==> src/rtl/spi_write_ctrl.sv <==
//------------------------------------------------------------------------------
// Module   : spi_write_ctrl
// Summary  : SPI mode-0 write sequencer. It shifts one word out MSB first under
//            an active-low chip select, with bit timing set by an external divider tick.
// Revision : 1.0
//------------------------------------------------------------------------------
`default_nettype none

module spi_write_ctrl #(
   parameter int Width = 16
) (
   input  logic             clk_i,
   input  logic             rst_i,
   input  logic             start_i,
   input  logic [Width-1:0] data_i,
   input  logic             tick_i,
   output logic             h_o,
   output logic             cs_o,
   output logic             sclk_o,
   output logic             mosi_o,
   output logic             busy_o,
   output logic             done_o
);

   localparam int c_CNT_W = $clog2(Width);

   typedef enum logic [2:0] {
      S_IDLE  = 3'd0,
      S_SETUP = 3'd1,
      S_HIGH  = 3'd2,
      S_LOW   = 3'd3,
      S_HOLD  = 3'd4
   } state_t;

   state_t             r_state;
   state_t             w_state_nxt;
   logic [Width-1:0]   r_shift;
   logic [Width-1:0]   w_shift_nxt;
   logic [c_CNT_W-1:0] r_cnt;
   logic [c_CNT_W-1:0] w_cnt_nxt;
   logic               r_cs;
   logic               w_cs_nxt;
   logic               r_sclk;
   logic               w_sclk_nxt;
   logic               r_done;
   logic               w_done_nxt;

   always_ff @(posedge clk_i or posedge rst_i) begin
      if (rst_i) begin
         r_state <= S_IDLE;
         r_shift <= '0;
         r_cnt   <= '0;
         r_cs    <= 1'b1;
         r_sclk  <= 1'b0;
         r_done  <= 1'b0;
      end else begin
         r_state <= w_state_nxt;
         r_shift <= w_shift_nxt;
         r_cnt   <= w_cnt_nxt;
         r_cs    <= w_cs_nxt;
         r_sclk  <= w_sclk_nxt;
         r_done  <= w_done_nxt;
      end
   end

   // MOSI is the shift-register MSB; clearing the register at frame end returns MOSI to 0.
   always_comb begin
      w_state_nxt = r_state;
      w_shift_nxt = r_shift;
      w_cnt_nxt   = r_cnt;
      w_cs_nxt    = r_cs;
      w_sclk_nxt  = r_sclk;
      w_done_nxt  = 1'b0;
      case (r_state)
         S_IDLE: begin
            if (start_i) begin
               w_state_nxt = S_SETUP;
               w_shift_nxt = data_i;
               w_cnt_nxt   = c_CNT_W'(Width - 1);
               w_cs_nxt    = 1'b0;
               w_sclk_nxt  = 1'b0;
            end
         end
         S_SETUP: begin
            if (tick_i) begin
               w_state_nxt = S_HIGH;
               w_sclk_nxt  = 1'b1;
            end
         end
         S_HIGH: begin
            if (tick_i) begin
               w_sclk_nxt = 1'b0;
               if (r_cnt == '0) begin
                  w_state_nxt = S_HOLD;
               end else begin
                  w_state_nxt = S_LOW;
                  w_shift_nxt = {r_shift[Width-2:0], 1'b0};
                  w_cnt_nxt   = r_cnt - c_CNT_W'(1);
               end
            end
         end
         S_LOW: begin
            if (tick_i) begin
               w_state_nxt = S_HIGH;
               w_sclk_nxt  = 1'b1;
            end
         end
         S_HOLD: begin
            if (tick_i) begin
               w_state_nxt = S_IDLE;
               w_shift_nxt = '0;
               w_cs_nxt    = 1'b1;
               w_done_nxt  = 1'b1;
            end
         end
         default: begin
            w_state_nxt = S_IDLE;
            w_shift_nxt = '0;
            w_cs_nxt    = 1'b1;
            w_sclk_nxt  = 1'b0;
         end
      endcase
   end

   assign h_o    = (r_state != S_IDLE);
   assign busy_o = (r_state != S_IDLE);
   assign cs_o   = r_cs;
   assign sclk_o = r_sclk;
   assign mosi_o = r_shift[Width-1];
   assign done_o = r_done;

endmodule

`default_nettype wire

==> config.mk <==
export PLATFORM = sky130hd
export DESIGN_NAME = spi_write_ctrl
export DESIGN_NICKNAME = d
export VERILOG_FILES = /design/src/rtl/spi_write_ctrl.sv
export SDC_FILE = /design/constraint.sdc
export NUM_CORES = 1
export LEC_CHECK = 0
export CAP_MARGIN = 5
export CORE_MARGIN = 5
export CORE_UTILIZATION = 45
export DETAILED_ROUTE_END_ITERATION = 10
export GPL_TIMING_DRIVEN = 0
export PLACE_DENSITY = 0.7
export RECOVER_POWER = 25
export SLEW_MARGIN = 20
export SYNTH_ARGS = -nofsm -noshare
export SYNTH_HDL_FRONTEND = slang
export SYNTH_SLANG_ARGS = --single-unit
==> constraint.sdc <==
create_clock -name clk_i -period 3.8 [get_ports clk_i]
set_input_delay 1.14 -clock clk_i [delete_from_list [all_inputs] [get_ports clk_i]]
set_output_delay 1.14 -clock clk_i [all_outputs]
set_load 0.02 [all_outputs]
== Word level (Yosys, flattened, before mapping) ==
Cells that the tools add are included.

* Flip-flop bits (word level): 26
* Input port bits: 20
* Output and inout port bits: 6
* Logic and storage cells: 52

* Add/subtract/negate cells: 1
* Equality and inequality tests: 9
* Multiplexer cells: 22
* Bitwise gates (word level): 3
* Reduce and logical (&&, ||, !) cells: 11

{| class="wikitable"
|+ Operators with widths
! cell !! count
|-
| two-way mux 16 bit || 4
|-
| case mux 16 bit (4 select lines) || 1
|-
| two-way mux 3 bit || 5
|-
| two-way mux 4 bit || 3
|-
| case mux 3 bit (4 select lines) || 1
|-
| AND reduction 4 bit || 3
|-
| != test 2 bit (second input constant) || 4
|-
| case mux 4 bit (2 select lines) || 1
|-
| == test 3 x 2 -> 1 bit (second input constant) || 2
|-
| two-way mux 1 bit || 5
|-
| AND reduction 5 bit || 1
|-
| zero test 4 bit || 1
|-
| case mux 1 bit (4 select lines) || 1
|-
| subtractor 4 x 1 -> 4 bit (second input constant) || 1
|-
| == test 3 x 1 -> 1 bit (second input constant) || 1
|-
| == test 3 bit (second input constant) || 1
|-
| zero test 3 bit || 1
|-
| NOT 1 bit || 3
|-
| case mux 1 bit (3 select lines) || 1
|-
| AND reduction 3 bit || 1
|-
| nonzero test 3 bit || 1
|-
| OR reduction 3 bit || 1
|-
| != test 2 x 1 -> 1 bit (second input constant) || 1
|-
| nonzero test 2 bit || 1
|-
| OR reduction 2 bit || 1
|}

== Depth between registers and ports, before layout ==
* Depth after elaboration: 4
* Gate-level depth with buffers: 7
* Gate-level depth less buffers: 6

== Least setup slack after synthesis ==
OpenSTA, ideal clock, no wires.

* Kind: register -> output
* Start: register r_state[0]
* End: output h_o
* Arrival: 1.269 ns
* Data required time: 2.660 ns
* Setup slack: 1.391 ns
* Cell stages (with the launch flop): 5
* Cell sequence: dfrtp_1 buf_6 nor3_1 inv_1 buf_4

* Cells in the longest elaborated chain, start to end: 1

{| class="wikitable"
|+ RTL lines
! what !! RTL line !! source
|-
| start, declared || 35 || <nowiki>state_t r_state;</nowiki>
|-
| start signal, assigned || 57 || <nowiki>r_state <= w_state_nxt;</nowiki>
|-
| nonzero test 3 bit || - ||
|-
| end, declared || 17 || <nowiki>output logic h_o,</nowiki>
|}

No other way between the ends.

== Worst setup path in the final report ==
* Start: register r_state[2]
* End: output h_o

* Cells in the longest elaborated chain, start to end: 1

{| class="wikitable"
|+ RTL lines
! what !! RTL line !! source
|-
| nonzero test 3 bit || 125 || <nowiki>assign h_o = (r_state != S_IDLE);</nowiki>
|}

No other way between the ends.

==> reports/summary.txt <==
global-route wire length before repair = 5.78 mm
cell leakage power = 0.000774 uW
PostCTS Resize Cnt = 0
Hold Crit Class = register to register
most common cell in the netlist = dfrtp_1
Peak Freq = 304 MHz
top post-synthesis cells by area = dfrtp_1 42%, mux2_2 11%, a32oi_1 8.8%, nand2_1 4.8%, a21oi_1 4.7%
CTS Root Cell = clkbuf_4
EDFF count, synth = 0
Synth Flop Type = dfrtp_1
Ports = 26
H-Tree Level Count = 1
ys async rst share = 100%
Worst Path Class, Setup = register to output port
overall routed net length = 3.45 mm
Fin Setup TNS = 0 ps
final-report max-slew violation count = 0
Via-to-Cell Ratio = 5.80
synthesized cell area = 1500 um2
length of the first detailed-routing pass in iterations = 4
met2 GRT Util = 27.8%
hold_ws = 519 ps
die height = 67.7 um
M3 GR Usage = 3.00%
critical path launch point = r_state[2]
vias in the first global route = 1323
NumNets Final = 199
Critical Path End Type = output port
Critical Path RT = 2660 ps
Register Area = 652 um2
Fill cells = 318
layout cell share with drive strength beyond 1 = 19.3%
Least-Margin Pin Slew = 1020 ps
unrepaired setup endpoints after global routing = false
Total Die Area = 4590 um2
Max Clock Skew = 13.1 ps
cell accounting for the most synthesized area = dfrtp_1
area occupied by multi-input gates = 734 um2
Die Span X = 67.7 um
fin cells = 222
max-cap violations = 0
CTS buffer count = 3
worst slack, placed = 873 ps
setup ws final = 516 ps
layer with the highest usage = met2
sequential area share after synthesis = 43.5%
Yosys reg bits = 26
synthesis-to-finish area growth = 22.6%
R2R Path Start = r_cnt[0]
Worst EP arrival = 2140 ps
CP Launch Type = register
P per Cell Area = 773 nW/um2
CTS Sinks = 26
antenna violations before repair = 0
post-DR wirelength/cell = 15.5 um
vias = 1287
DRC violations left = 0
hold_buf cts = 0
Port Buffers = 24
Synth top area share = 41.7%
Placed Instances = 218
CP max FO = 10
minimum clock period = 3280 ps
Distinct cells, synth = 35
largest net degree at the start of global routing = 27
Post-Syn Nets = 170
Hold Violations, Final = 0
routability cong. = 0.868
Antenna Nets Post-Route = 0
hold_sp = cs_o
GRT overflow = 0
initial core utilization = 45.6%
# rows = 21
reg-to-reg setup timing slack = 1710 ps
core area = 3280 um2
clk buf depth = 2
Post-synth top cells = 25 x dfrtp_1, 19 x nand2_1, 15 x a32oi_1, 15 x mux2_2, 14 x a21oi_1
Clock transition at path regs = 150 ps
Iteration-0 DRC Markers = 90
VDD IR max = 0.000318 V
M1 GR Usage = 20.5%
Mapped Cells = 148
final worst path period share = 86.4%
synth warn = 0
Post-CTS Setup Inserts = 0
Syn Area/Cell = 10.1 um2
GRT Util Overall = 16.6%
status = complete, no violations
Finish-stage setup viols = 0
Slew HR = 32.1%
Skew-Pair Late Insertion Delay = 340 ps
Ant. Diodes = 0
CTS tree = done
DP HPWL = 2.48 mm
==> cell families after synthesis <==
group                    count (synthesis)  synth area share, %
multiplexers                            16                 11.9
adder cells (fa/ha/maj)                  2                 1.67
buffers and inverters                   18                 7.51
AND/OR/NAND/NOR                         39                 12.4
AO/OA/AOI/OAI                           47                 23.0
flip-flops                              26                 43.5
==> through the flow <==
| step | area, um2 | total power (uW) | utilization [%] |
|---|---|---|---|
| after global placement | 1800 | 1200 | 54.7 |
| after detailed placement | 1800 | 1230 | 54.7 |
| after global routing | 1840 | 1520 | 56.0 |
| final | 1840 | 1420 | 56.0 |
| after CTS | 1850 | 1430 | 56.3 |
| after floorplan | 1500 | 1030 | - |
==> layout make-up <==
type | count | share of cell area (%)
Tap cell | 46 | 3.13
Sequential cell | 26 | 35.5
Clock buffer | 3 | 1.23
Inverter | 5 | 1.02
Clock inverter | 1 | 1.63
Multi-Input combinational cell | 104 | 40.0
Timing Repair Buffer | 24 | 13.1
Buffer | 13 | 4.49
==> registers in the layout, indices dropped and copies added, names as in the netlist <==
name / cells
cs_o: 1
r_shift: 16
done_o: 1
sclk_o: 1
r_state: 3
r_cnt: 4
==> critical path, cell delays in order, from the launching register on <==
cell and delay (ps):
dfrtp_1 390, clkbuf_1 200, nor3_1 430, inv_1 110
buf_4 150, clkdlybuf4s50_1 530
==> power breakdown <==
group          leakage (uW)  total [uW]  internal, uW  switching (uW)
Combinational      0.000409         762           341             422
Clock             0.0000279         193           107            86.5
Sequential         0.000337         465           393            72.0
Total              0.000774        1420           840             580
==> placed cells by master, fill, tap and decap left out, types with 2 or more instances in the layout <==
cell / netlist / final
dfrtp_1: 25 / 25
clkdlybuf4s50_1: 0 / 22
nand2_1: 19 / 19
mux2_2: 15 / 15
a32oi_1: 15 / 15
a21oi_1: 14 / 14
nor2_1: 7 / 7
clkbuf_1: 3 / 5
inv_1: 5 / 5
a21oi_2: 4 / 4
buf_6: 4 / 3
o21ai_0: 3 / 3
nor3_1: 3 / 3
buf_2: 3 / 3
clkbuf_4: 0 / 3
nand4_1: 2 / 2
a2bb2oi_1: 2 / 2
a22oi_1: 2 / 2
buf_4: 3 / 2
ha_1: 2 / 2
dlygate4sd3_1: 0 / 2
==> final timing paths <==
| kind | end | depth (start not counted) |
|---|---|---|
| max | h_o | 5 |
| min | cs_o | 2 |
| max reg2reg | r_shift[6] | 6 |
| min reg2reg | cs_o | 2 |
| max in group asynchronous | r_shift[10] | 2 |
| min in group asynchronous | r_state[0] | 2 |
==> metal layers <==
metal / vias up / wire length (um)
met5: - / 0
met4: 0 / 47
met3: 5 / 199
met2: 51 / 1760
met1: 626 / 1440
li1: 605 / -
Power figures use the tool's default switching activity.
